[src/rtl/seq_det_pkg.sv]
// Shared definitions for the parametrised serial pattern detector.
//   MAX_PAT_LEN     : longest supported pattern.
//   seq_det_state_t : wide enough to hold any prefix length 0..MAX_PAT_LEN.
//   seq_det_fail    : KMP failure value (longest proper border of a pattern prefix).
//   seq_det_next    : full transition (state, bit) -> state, evaluated at elaboration.
// Bit ordering: prefix bit t of a LEN-bit pattern is pattern[len-1-t] (MSB received first).
package seq_det_pkg;

    localparam int MAX_PAT_LEN = 16;

    typedef logic [$clog2(MAX_PAT_LEN+1)-1:0] seq_det_state_t;

    // Longest j<k such that the first j pattern bits equal the last j bits of
    // the first k pattern bits.
    function automatic seq_det_state_t seq_det_fail(
        input logic [MAX_PAT_LEN-1:0] pattern,
        input int                     len,
        input int                     k
    );
        seq_det_state_t res;
        bit             found;
        bit             ok;
        res   = '0;
        found = 1'b0;
        for (int j = k - 1; j >= 1; j--) begin
            if (!found) begin
                ok = 1'b1;
                for (int t = 0; t < j; t++) begin
                    if (pattern[len-1-t] != pattern[len-1-(k-j+t)]) ok = 1'b0;
                end
                if (ok) begin
                    res   = seq_det_state_t'(j);
                    found = 1'b1;
                end
            end
        end
        return res;
    endfunction

    // Walk the failure chain until the incoming bit extends a prefix.
    // A completed pattern returns F(len), i.e. the overlapping restart point.
    function automatic seq_det_state_t seq_det_next(
        input logic [MAX_PAT_LEN-1:0] pattern,
        input int                     len,
        input int                     k,
        input logic                   b
    );
        seq_det_state_t res;
        bit             done;
        int             j;
        res  = '0;
        done = 1'b0;
        j    = k;
        for (int it = 0; it <= MAX_PAT_LEN; it++) begin
            if (!done) begin
                if (b == pattern[len-1-j]) begin
                    if (j + 1 == len) res = seq_det_fail(pattern, len, len);
                    else              res = seq_det_state_t'(j + 1);
                    done = 1'b1;
                end else if (j == 0) begin
                    res  = '0;
                    done = 1'b1;
                end else begin
                    j = int'(seq_det_fail(pattern, len, j));
                end
            end
        end
        return res;
    endfunction

endpackage

[src/rtl/seq_detector_param_sat_counter.sv]
// Saturating up-counter with synchronous clear.
//   clk : clock          rst : synchronous active-high reset
//   clr : clear (wins over inc)
//   inc : count request  cnt : current count, sticks at all-ones
module sat_counter
    import seq_det_pkg::*;
#(
    parameter int W = 8
) (
    input  logic         clk,
    input  logic         rst,
    input  logic         clr,
    input  logic         inc,
    output logic [W-1:0] cnt
);

    logic [W-1:0] cnt_q;
    logic [W-1:0] cnt_d;

    always_comb begin
        cnt_d = cnt_q;
        if (clr) begin
            cnt_d = '0;
        end else if (inc && (cnt_q != '1)) begin
            cnt_d = cnt_q + W'(1);
        end
    end

    always_ff @(posedge clk) begin
        if (rst) cnt_q <= '0;
        else     cnt_q <= cnt_d;
    end

    assign cnt = cnt_q;

endmodule

[src/rtl/seq_detector_param.sv]
// Parametrised serial bit-pattern detector (KMP automaton).
//   clk, rst   : clock, synchronous active-high reset
//   in_valid   : qualifies in; when low nothing advances
//   in         : serial data bit
//   clr_cnt    : synchronous clear of match_cnt (beats a coincident match)
//   match      : pattern-complete pulse (Mealy or registered Moore)
//   match_cnt  : saturating count of match events
//   state_dbg  : number of pattern prefix bits currently matched
module seq_detector_param
    import seq_det_pkg::*;
#(
    parameter int               PAT_LEN = 4,
    parameter logic [PAT_LEN-1:0] PATTERN = 4'b1001,
    parameter bit               OVERLAP = 1'b1,
    parameter bit               MOORE   = 1'b0,
    parameter int               CNT_W   = 8
) (
    input  logic                       clk,
    input  logic                       rst,
    input  logic                       in_valid,
    input  logic                       in,
    input  logic                       clr_cnt,
    output logic                       match,
    output logic [CNT_W-1:0]           match_cnt,
    output logic [$clog2(PAT_LEN)-1:0] state_dbg
);

    localparam int                        SW      = $clog2(PAT_LEN);
    localparam int                        TAB_N   = 2 ** SW;
    localparam logic [SW-1:0]             LAST    = SW'(PAT_LEN - 1);
    localparam logic [MAX_PAT_LEN-1:0]    PAT_EXT = MAX_PAT_LEN'(PATTERN);

    if (PAT_LEN < 2 || PAT_LEN > MAX_PAT_LEN) begin : g_bad_len
        $error("seq_detector_param: PAT_LEN must be in 2..16");
    end

    logic [SW-1:0] state_q;
    logic [SW-1:0] state_d;
    logic          match_evt;

    // Transition tables for bit 0 and bit 1, one entry per state, fixed at
    // elaboration. Unreachable encodings (PAT_LEN not a power of two) go to 0.
    logic [SW-1:0] nxt0_tab [TAB_N];
    logic [SW-1:0] nxt1_tab [TAB_N];

    for (genvar gi = 0; gi < TAB_N; gi++) begin : g_tab
        if (gi < PAT_LEN) begin : g_live
            localparam seq_det_state_t N0 = seq_det_next(PAT_EXT, PAT_LEN, gi, 1'b0);
            localparam seq_det_state_t N1 = seq_det_next(PAT_EXT, PAT_LEN, gi, 1'b1);
            assign nxt0_tab[gi] = SW'(N0);
            assign nxt1_tab[gi] = SW'(N1);
        end else begin : g_pad
            assign nxt0_tab[gi] = '0;
            assign nxt1_tab[gi] = '0;
        end
    end

    assign match_evt = in_valid && (state_q == LAST) && (in == PATTERN[0]);

    always_comb begin
        state_d = state_q;
        if (in_valid) begin
            // Full-match entries already hold F(PAT_LEN); only the
            // non-overlapping variant needs to restart from empty.
            if (match_evt && !OVERLAP) state_d = '0;
            else if (in)               state_d = nxt1_tab[state_q];
            else                       state_d = nxt0_tab[state_q];
        end
    end

    always_ff @(posedge clk) begin
        if (rst) state_q <= '0;
        else     state_q <= state_d;
    end

    assign state_dbg = state_q;

    if (MOORE) begin : g_moore
        logic match_q;
        logic match_d;
        // One-cycle pulse on the cycle after the final bit is accepted.
        always_comb match_d = match_evt;
        always_ff @(posedge clk) begin
            if (rst) match_q <= 1'b0;
            else     match_q <= match_d;
        end
        assign match = match_q;
    end else begin : g_mealy
        assign match = match_evt;
    end

    sat_counter #(
        .W (CNT_W)
    ) u_cnt (
        .clk (clk),
        .rst (rst),
        .clr (clr_cnt),
        .inc (match_evt),
        .cnt (match_cnt)
    );

endmodule

[config.mk]
export PLATFORM = sky130hd
export DESIGN_NAME = seq_detector_param
export DESIGN_NICKNAME = d
export VERILOG_FILES = /design/src/rtl/seq_det_pkg.sv /design/src/rtl/seq_detector_param_sat_counter.sv /design/src/rtl/seq_detector_param.sv
export SDC_FILE = /design/constraint.sdc
export NUM_CORES = 1
export LEC_CHECK = 0
export BUFFER_PORTS_ARGS = -buffer_cell sky130_fd_sc_hd__buf_2
export CORE_AREA = 2 2 39 41
export CTS_CLUSTER_DIAMETER = 30
export DETAILED_ROUTE_END_ITERATION = 12
export DIE_AREA = 0 0 41 43
export MAX_ROUTING_LAYER = met4
export PLACE_DENSITY = 0.71
export SYNTH_ARGS = -nofsm -noshare
export SYNTH_HDL_FRONTEND = slang
export SYNTH_SLANG_ARGS = --single-unit
[constraint.sdc]
create_clock -name clk -period 3.4 [get_ports clk]
set_input_delay 1.02 -clock clk [delete_from_list [all_inputs] [get_ports clk]]
set_output_delay 1.02 -clock clk [all_outputs]
set_load 0.02 [all_outputs]
# == After elaboration in Yosys (flattened, before gate mapping) ==
# Index checks and enable logic that the tools add are counted.
# op_classes
addsub,1
n_mul,0
div,0
n_lt_le_gt_ge,1
eq_ne,2
shifts,0
mux,7
bitwise_logic,1
reduce_logical,4
# ops
cell,n
two-way mux 2 bit,5
"adder 8 x 1 -> 8 bit, second input constant",1
binary-select mux 2 bit (select 2 bit),2
"!= test 8 bit, second input constant",1
">= comparator 3 bit, second input constant",1
logical AND 1 bit,3
NOT 2 -> 3 bit,1
"equality test 2 bit, second input constant",1
OR reduction 2 bit,1
# word_totals
register_bits,10
latch_bits,0
mem_bits_rw,0
romBits,0
out_inout_bits,11
n_memories,0

# == Longest topological paths before layout ==
# Gate-level depths: netlist of run 1.
# depth
depth_word,5
depth_mapped,5
mapped_depth_nobuf,5

# == Cells and area by module ==
# From an unflattened synthesis of run 1, not the netlist that was laid out.
# hier_totals
hier_cells,59
area_unflattened_um2,549.3
# by_module_without_submodules
module,instances,cells_each,area_each_um2,seq_area_each_um2
sat_counter,1,47,435.4,160.2
seq_detector_param,1,12,113.9,40.0

# == Worst setup path before layout of run 1 ==
# OpenSTA, ideal clock, no wires.
# synth_timing
kind,in2out
startpoint,input in
endpoint,output match
arrival_ps,1240
slack_ps,1140
path_stages,2
path_cell_list,nand3_4 clkinv_4
# synth_between
elab_chain_cells,1
# synth_rtl
element,line,rtl
from (decl),seq_detector_param.sv:21,"input logic in,"
logical AND 1 bit,seq_detector_param.sv:58,assign match_evt = in_valid && (state_q == LAST) && (in == PATTERN[0]);
to (decl),seq_detector_param.sv:23,"output logic match,"
# Every way passes these cells.

# == Worst setup path after layout of run 1 ==
# layout_timing
startpoint,input in_valid
endpoint,output match
# layout_between
elab_chain_cells,2
# layout_rtl
element,line,rtl
from (decl),seq_detector_param.sv:20,"input logic in_valid,"
logical AND 1 bit (2 in series),seq_detector_param.sv:58,
# Every way passes these cells.

==> results of run 1 <==
==> area by class of cell <==
type | count | area, sq um
repair buffers | 15 | 75.1
flip-flops and latches | 10 | 200
well taps | 16 | 20.0
clock buffers | 4 | 36.3
inverters | 2 | 12.5
multi-input cells | 46 | 342
fillers | 144 | 698
==> metrics by stage <==
stage | utilization (%) | hold slack [ps] | std cells
4_1_cts | 49.5 | 509 | 93
5_1_grt | 49.5 | 539 | 93
3_3_place_gp | 46.9 | 494 | 89
6_report | 49.5 | 505 | 93
3_5_place_dp | 46.9 | 499 | 89
2_1_floorplan | - | 563 | 59
==> path summary, 6_finish.rpt <==
path / startpoint / endpoint / slack (ps) / depth (start not counted)
worst max-delay path: in_valid / match / 800 / 4
worst min-delay path: u_cnt.cnt[1] / u_cnt.cnt[1] / 500 / 2
worst max register to register: u_cnt.cnt[0] / u_cnt.cnt[3] / 1800 / 4
worst min register to register: u_cnt.cnt[1] / u_cnt.cnt[1] / 500 / 2
==> worst max-delay path, cell delays in order <==
cell,delay [ps]
buf_2,150
nand3_4,140
clkinv_4,110
buf_2,160
==> metal layers <==
metal  vias to the layer above  wire length [um]
met2                        37               567
met4                         0                54
met5                         -                 0
li1                        272                 -
met3                        14                98
met1                       257               551
==> flip-flops by register name (all words and copies together) (netlist names) <==
register   flops
state_dbg      2
u_cnt.cnt      8
==> where the power goes <==
part           internal [mW]  leakage [nW]  switching (mW)
clock network         0.0652        0.0210          0.0465
logic                0.00554         0.168         0.00900
registers              0.118        0.0808         0.00130
==> layout by cell type (no fill, tap or decap), drive strengths merged, types with 2 or more instances in the layout <==
| cell type | synthesis | routed |
|---|---|---|
| nand2 | 6 | 6 |
| buf | 1 | 15 |
| ha | 3 | 3 |
| nand4 | 2 | 2 |
| nor3 | 2 | 2 |
| nand3 | 2 | 2 |
| a211oi | 5 | 5 |
| clkbuf | 0 | 4 |
| a41oi | 4 | 4 |
| dfxtp | 10 | 10 |
| mux2i | 3 | 3 |
| nor4 | 3 | 3 |
| nor2 | 5 | 5 |
| and3 | 2 | 2 |
| a21oi | 3 | 3 |
==> cell families after synthesis <==
group,share of synthesized area [%]
DFF,35.4
buffers and inverters,4.20
adders and majority gates,6.64
and+or+nand+nor,26.5
AOI/OAI and AO/OA,21.9
muxes,5.31
==> run summary, run 1 <==
Status -> complete, no violations
Synth top cells by count -> dfxtp_1, nand2_1, a211oi_1, nor2_1, a41oi_1
Synth-to-layout area growth -> 21.2%
FFs w/ async S/R, synth -> 0%
TNS Setup -> 0 ps
Initial core utilization -> 40.9%
Hpwl dp -> 890 um
Final WS setup -> 799 ps
Worst IR Drop VDD -> 149 uV
Initial antenna violation count -> 0
TritonRoute pass-1 iters -> 5
Final Hold Fails -> 0
Largest net degree at the start of global routing -> 10
Syn Inst Count -> 59
Number of global-route vias before repair -> 491
I/O pin total -> 16
CTS resizes -> 0
Global-route wire length before repair -> 2.17 mm
Leakage power figure -> 0.270 nW
Post-route DRC -> 0
Final WL -> 1.27 mm
Placer Congestion -> 0.761
Reg clk slew, reported paths -> 70 ps
CTS Hold Bufs -> 0
Worst slack at placement -> 798 ps
Met1 GRT Util -> 23.5%
Vias per inst -> 6.24
NumNets Final -> 86
Max-cap violations -> 0
CP endpoint kind -> primary output
Die Footprint -> 0.00176 sq mm
Grt peak-use layer -> met2
Placed inst area -> 649 sq um
Syn_nets -> 67
Synth Flop Type -> dfxtp_1
Post-route clock period utilization -> 76.5%
Final Skew -> 4.77 ps
Vias -> 580
Req. time, crit path -> 2380 ps
Drt wl/cell -> 13.7 um
Worst Hold Class -> flip-flop to flip-flop
Syn Area/Cell -> 9.59 sq um
# diodes -> 0
Crit path time final -> 2600 ps
YS warnings -> 0
Chip height -> 43 um
Peak Freq -> 385 MHz
Worst Setup Start Kind -> input port
H-tree levels -> 1
Post-CTS Setup Bufs -> 0
Final count of pins violating max slew -> 0
Critical path arrival -> 1580 ps
CP Class -> input port to primary output
Die width -> 41 um
Skew-Pair Late Insertion Delay -> 280 ps
Clk root buf -> clkbuf_4
Final Instance Area -> 686 sq um
EDFF count, synth -> 0
GR Layer Usage met3 -> 6.81%
FF+latch count, synth -> 10
Total GRT Usage -> 18.8%
Synth area leaders -> dfxtp_1, a211oi_1, ha_1
Synth cell types -> 24
Floorplan core area -> 0.00138 sq mm
Starting DRT DRC Count -> 10
Synth area leader -> dfxtp_1
Final setup viols -> 0
Grt ovf -> 0
Worst slew margin -> 79.6%
Top-count cell post-synth -> dfxtp_1
Met2 Use GR -> 25.6%
Antenna-violating nets left -> 0
Sequential area share after synthesis -> 35.4%
Synth top area share -> 35.4%
Worst Tran Pin Value -> 306 ps
Total power -> 0.246 mW
Num rows -> 14
CTS max path bufs -> 2
Worst-path fanout max -> 7
RSZ-0062 raised after global routing -> false
TritonCTS Buffers -> 3
PwrDens -> 358 mW/mm^2
Sink Count -> 10
Post-synthesis instance area -> 566 sq um
CTS tree -> done
Number of I/O port buffers -> 15
Share of cells above drive strength 1 -> 32.5%
Power figures use the tool's default switching activity.
==> inputs of run 2 (changes only) <==
- clock period: 3.4 -> 2.6 ns (I/O delays scaled with it)
==> run summary, run 2 (synthesis results as in run 1) <==
Status -> complete, no violations
Worst slew margin -> 77.5%
# diodes -> 0
Worst IR Drop VDD -> 266 uV
Sink Count -> 10
Post-route clock period utilization -> 81.8%
Total GRT Usage -> 18.5%
R2R cell count -> 4
Grt ovf -> 0
Req. time, crit path -> 1820 ps
Synth-to-layout area growth -> 21.2%
Drt wl/cell -> 14.4 um
Most frequent cells in the layout -> buf_2, dfxtp_1, nand2_1
Clk root buf -> clkbuf_4
CTS resizes -> 0
Flop2flop setup slack -> 1020 ps
Reg clk slew, reported paths -> 70 ps
Most common cell after layout, fill and taps aside -> buf_2
TritonCTS Buffers -> 3
Final setup viols -> 0
TNS Setup -> 0 ps
Number of global-route vias before repair -> 456
Worst slack at placement -> 471 ps
Leakage power figure -> 0.270 nW
NumNets Final -> 86
Final WL -> 1.34 mm
CTS max path bufs -> 2
Reg2Reg Launch Point -> u_cnt.cnt[0]
Final count of pins violating max slew -> 0
Initial core utilization -> 40.9%
PwrDens -> 469 mW/mm^2
I/O pin total -> 16
Layout Utilization -> 49.5%
Reg2reg end -> u_cnt.cnt[4]
Share of cells above drive strength 1 -> 32.5%
TritonRoute pass-1 iters -> 4
Worst Hold Class -> flip-flop to flip-flop
Placer Congestion -> 0.774
Floorplan core area -> 0.00138 sq mm
Largest net degree at the start of global routing -> 10
Vias -> 562
Count of non-filler cells in the finished layout -> 93
Final Skew -> 3.45 ps
CTS tree -> done
Peak Freq -> 470 MHz
Worst-path fanout max -> 7
Die width -> 41 um
Global-route wire length before repair -> 2.04 mm
Vias per inst -> 6.04
Worst Setup Start Kind -> input port
Die Footprint -> 0.00176 sq mm
Worst hold path cell count -> 2
Post-route DRC -> 0
Post-CTS Setup Bufs -> 0
Max-cap violations -> 0
Number of I/O port buffers -> 15
Hold EP -> u_cnt.cnt[1]
Hold Crit Start -> u_cnt.cnt[1]
Skew-Pair Late Insertion Delay -> 270 ps
Final Hold Fails -> 0
RSZ-0062 raised after global routing -> false
Chip height -> 43 um
Antenna-violating nets left -> 0
Starting DRT DRC Count -> 23
Num rows -> 14
CP Class -> input port to primary output
Final WS setup -> 473 ps
CP endpoint kind -> primary output
Hpwl dp -> 963 um
Largest register FFs -> 8
CTS Hold Bufs -> 0
Placed instance count -> 89
Initial antenna violation count -> 0
H-tree levels -> 1
Critical path arrival -> 1350 ps
Worst Tran Pin Value -> 337 ps
Crit path time final -> 2130 ps
-- run 2: cell counts in the layout (fill, tap and decap cells not counted) --
No cell type changed its count.
-- run 2: critical path, cell delays in order --
cell	delay (ps)
buf_2	150
nand3_4	150
clkinv_4	100
buf_2	160
-- run 2: worst max-delay path by stage --
| stage | from | endpoint | slack [ps] |
|---|---|---|---|
| after floorplan | in | match | 820 |
| after global placement | in_valid | match | 500 |
| after detailed placement | in_valid | match | 470 |
| after CTS | in_valid | match | 470 |
| after global routing | state_dbg[0] | match | 420 |
| final | in_valid | match | 470 |
-- run 2: final cells by class --
| cell class | instances | area [sq um] |
|---|---|---|
| multi-input combinational | 46 | 342 |
| sequential | 10 | 200 |
| clock buffer | 4 | 36.3 |
| fill | 137 | 698 |
| timing repair buffer | 15 | 75.1 |
| tap | 16 | 20.0 |
| inverter | 2 | 12.5 |
-- run 2: where the power goes --
group,switching (mW),internal (mW)
Clock,0.0603,0.0852
Sequential,0.00177,0.155
Combinational,0.0123,0.00722
-- run 2: per-stage QoR --
stage	total power [mW]	hold WS, ps	cell area, sq um
after floorplan	0.170	563	566
after global placement	0.179	493	649
after detailed placement	0.180	502	649
after CTS	0.324	512	686
after global routing	0.335	523	686
final	0.321	512	686
-- run 2: metal layers --
metal	wire length [um]	part of all wire, %	global-route usage [%]
met1	538	40	20.5
met2	664	50	26.9
met3	90	6.7	4.71
met4	43	3.2	14.0
met5	0	0	-
==> inputs of run 3 (changes only) <==
- clock period: 2.6 -> 2.2 ns (I/O delays scaled with it)
==> run summary, run 3 (synthesis results as in run 1) <==
Status -> complete, no violations
Final setup viols -> 0
Max-cap violations -> 0
Share of cells above drive strength 1 -> 31.6%
TNS Setup -> 0 ps
Worst Setup Start Kind -> flip-flop
CTS resizes -> 0
Number of I/O port buffers -> 15
Final count of pins violating max slew -> 0
Crit path time final -> 1960 ps
Hpwl dp -> 902 um
Worst slew margin -> 77.4%
CP Class -> flip-flop to primary output
Vias per inst -> 5.96
Final WS setup -> 244 ps
PwrDens -> 499 mW/mm^2
Grt ovf -> 0
CP endpoint kind -> primary output
Req. time, crit path -> 1540 ps
Hold EP -> u_cnt.cnt[1]
Die width -> 41 um
# diodes -> 0
CTS tree -> done
Post-route clock period utilization -> 88.9%
Synth-to-layout area growth -> 18.8%
TritonRoute pass-1 iters -> 4
Num rows -> 14
Reg clk slew, reported paths -> 70 ps
Post-CTS Setup Bufs -> 0
Number of global-route vias before repair -> 439
Placer Congestion -> 0.798
Most common cell after layout, fill and taps aside -> buf_2
Worst slack at placement -> 324 ps
Largest register FFs -> 8
Global-route wire length before repair -> 1.93 mm
Skew-Pair Late Insertion Delay -> 270 ps
Slowest cell on crit path -> dfxtp_1
Final Skew -> 7.19 ps
Largest net degree at the start of global routing -> 10
Worst-path fanout max -> 7
Final Hold Fails -> 0
R2R cell count -> 4
Reg2reg end -> u_cnt.cnt[3]
Reg2Reg Launch Point -> u_cnt.cnt[0]
Sw Pwr -> 0.0806 mW
Die Footprint -> 0.00176 sq mm
Clk root buf -> clkbuf_4
CTS max path bufs -> 2
Post-route DRC -> 0
I/O pin total -> 16
NumNets Final -> 86
Floorplan core area -> 0.00138 sq mm
CP max stage delay -> 380 ps
Worst IR Drop VDD -> 177 uV
Leakage power figure -> 0.263 nW
Flop2flop setup slack -> 650 ps
Starting DRT DRC Count -> 15
Worst Hold Class -> flip-flop to flip-flop
Clk pwr share -> 38.2%
Chip height -> 43 um
Vias -> 548
Sequence of cells on the critical path -> ha_1 -> nand3_4 -> clkinv_4 -> buf_2
Antenna-violating nets left -> 0
Worst Tran Pin Value -> 338 ps
CTS Hold Bufs -> 0
Initial core utilization -> 40.9%
Peak Freq -> 511 MHz
Total GRT Usage -> 16.6%
Final WL -> 1.17 mm
Most frequent cells in the layout -> buf_2, dfxtp_1, nand2_1
Worst hold path cell count -> 2
Sw Share -> 24.0%
Power Internal -> 0.255 mW
Hold_ws -> 517 ps
H-tree levels -> 1
Reg power frac -> 55.2%
Sink Count -> 10
RSZ-0062 raised after global routing -> false
Hold Crit Start -> u_cnt.cnt[1]
Combinational power share -> 6.7%
TritonCTS Buffers -> 3
Critical path arrival -> 1300 ps
Initial antenna violation count -> 0
Drt wl/cell -> 12.7 um
[run 3: cell count changes in the layout (fill, tap and decap cells not counted)]
cell      change
clkbuf_8      -1
[run 3: worst max path at each step]
stage                 startpoint  cells past startpoint    end  slack [ps]
finish              state_dbg[0]                      4  match         240
global route        state_dbg[1]                      4  match         160
CTS                 state_dbg[0]                      4  match         230
detailed placement      in_valid                      4  match         320
global placement        in_valid                      4  match         340
floorplan           state_dbg[1]                      3  match         580
[run 3: routing by layer]
metal / GRT usage, % / share of wire [%] / vias up
li1: - / - / 269
met1: 21.2 / 42 / 250
met2: 22.5 / 48 / 25
met3: 4.71 / 8.0 / 4
met4: 10.0 / 2.0 / 0
met5: - / 0 / -
[run 3: worst max-delay path, delay by kind of cell (launching register included)]
family                     cells  cell delay, ps
DFF                            1             380
buffers and inverters          2             260
adders and majority gates      1             230
and+or+nand+nor                1             150
[run 3: stage by stage]
step	power (mW)	utilization (%)	cell area, sq um	cells
3_3_place_gp	0.211	46.9	649	89
3_5_place_dp	0.212	46.9	649	89
4_1_cts	0.340	48.6	672	92
6_report	0.335	48.6	672	92
5_1_grt	0.349	48.6	672	92
2_1_floorplan	0.200	-	566	59
[run 3: power groups by stage]
stage          Clock (mW)  Combinational, mW  Sequential (mW)
2_1_floorplan           0            0.00914            0.191
3_3_place_gp            0             0.0222            0.189
3_5_place_dp            0             0.0229            0.189
4_1_cts             0.133             0.0229            0.185
5_1_grt             0.138             0.0250            0.186
6_report            0.128             0.0224            0.185
[run 3: layout make-up]
| cell class | instances | area, sq um |
|---|---|---|
| fillers | 144 | 712 |
| well taps | 16 | 20.0 |
| inverters | 2 | 12.5 |
| repair buffers | 15 | 75.1 |
| multi-input cells | 46 | 342 |
| clock buffers | 3 | 22.5 |
| flip-flops and latches | 10 | 200 |
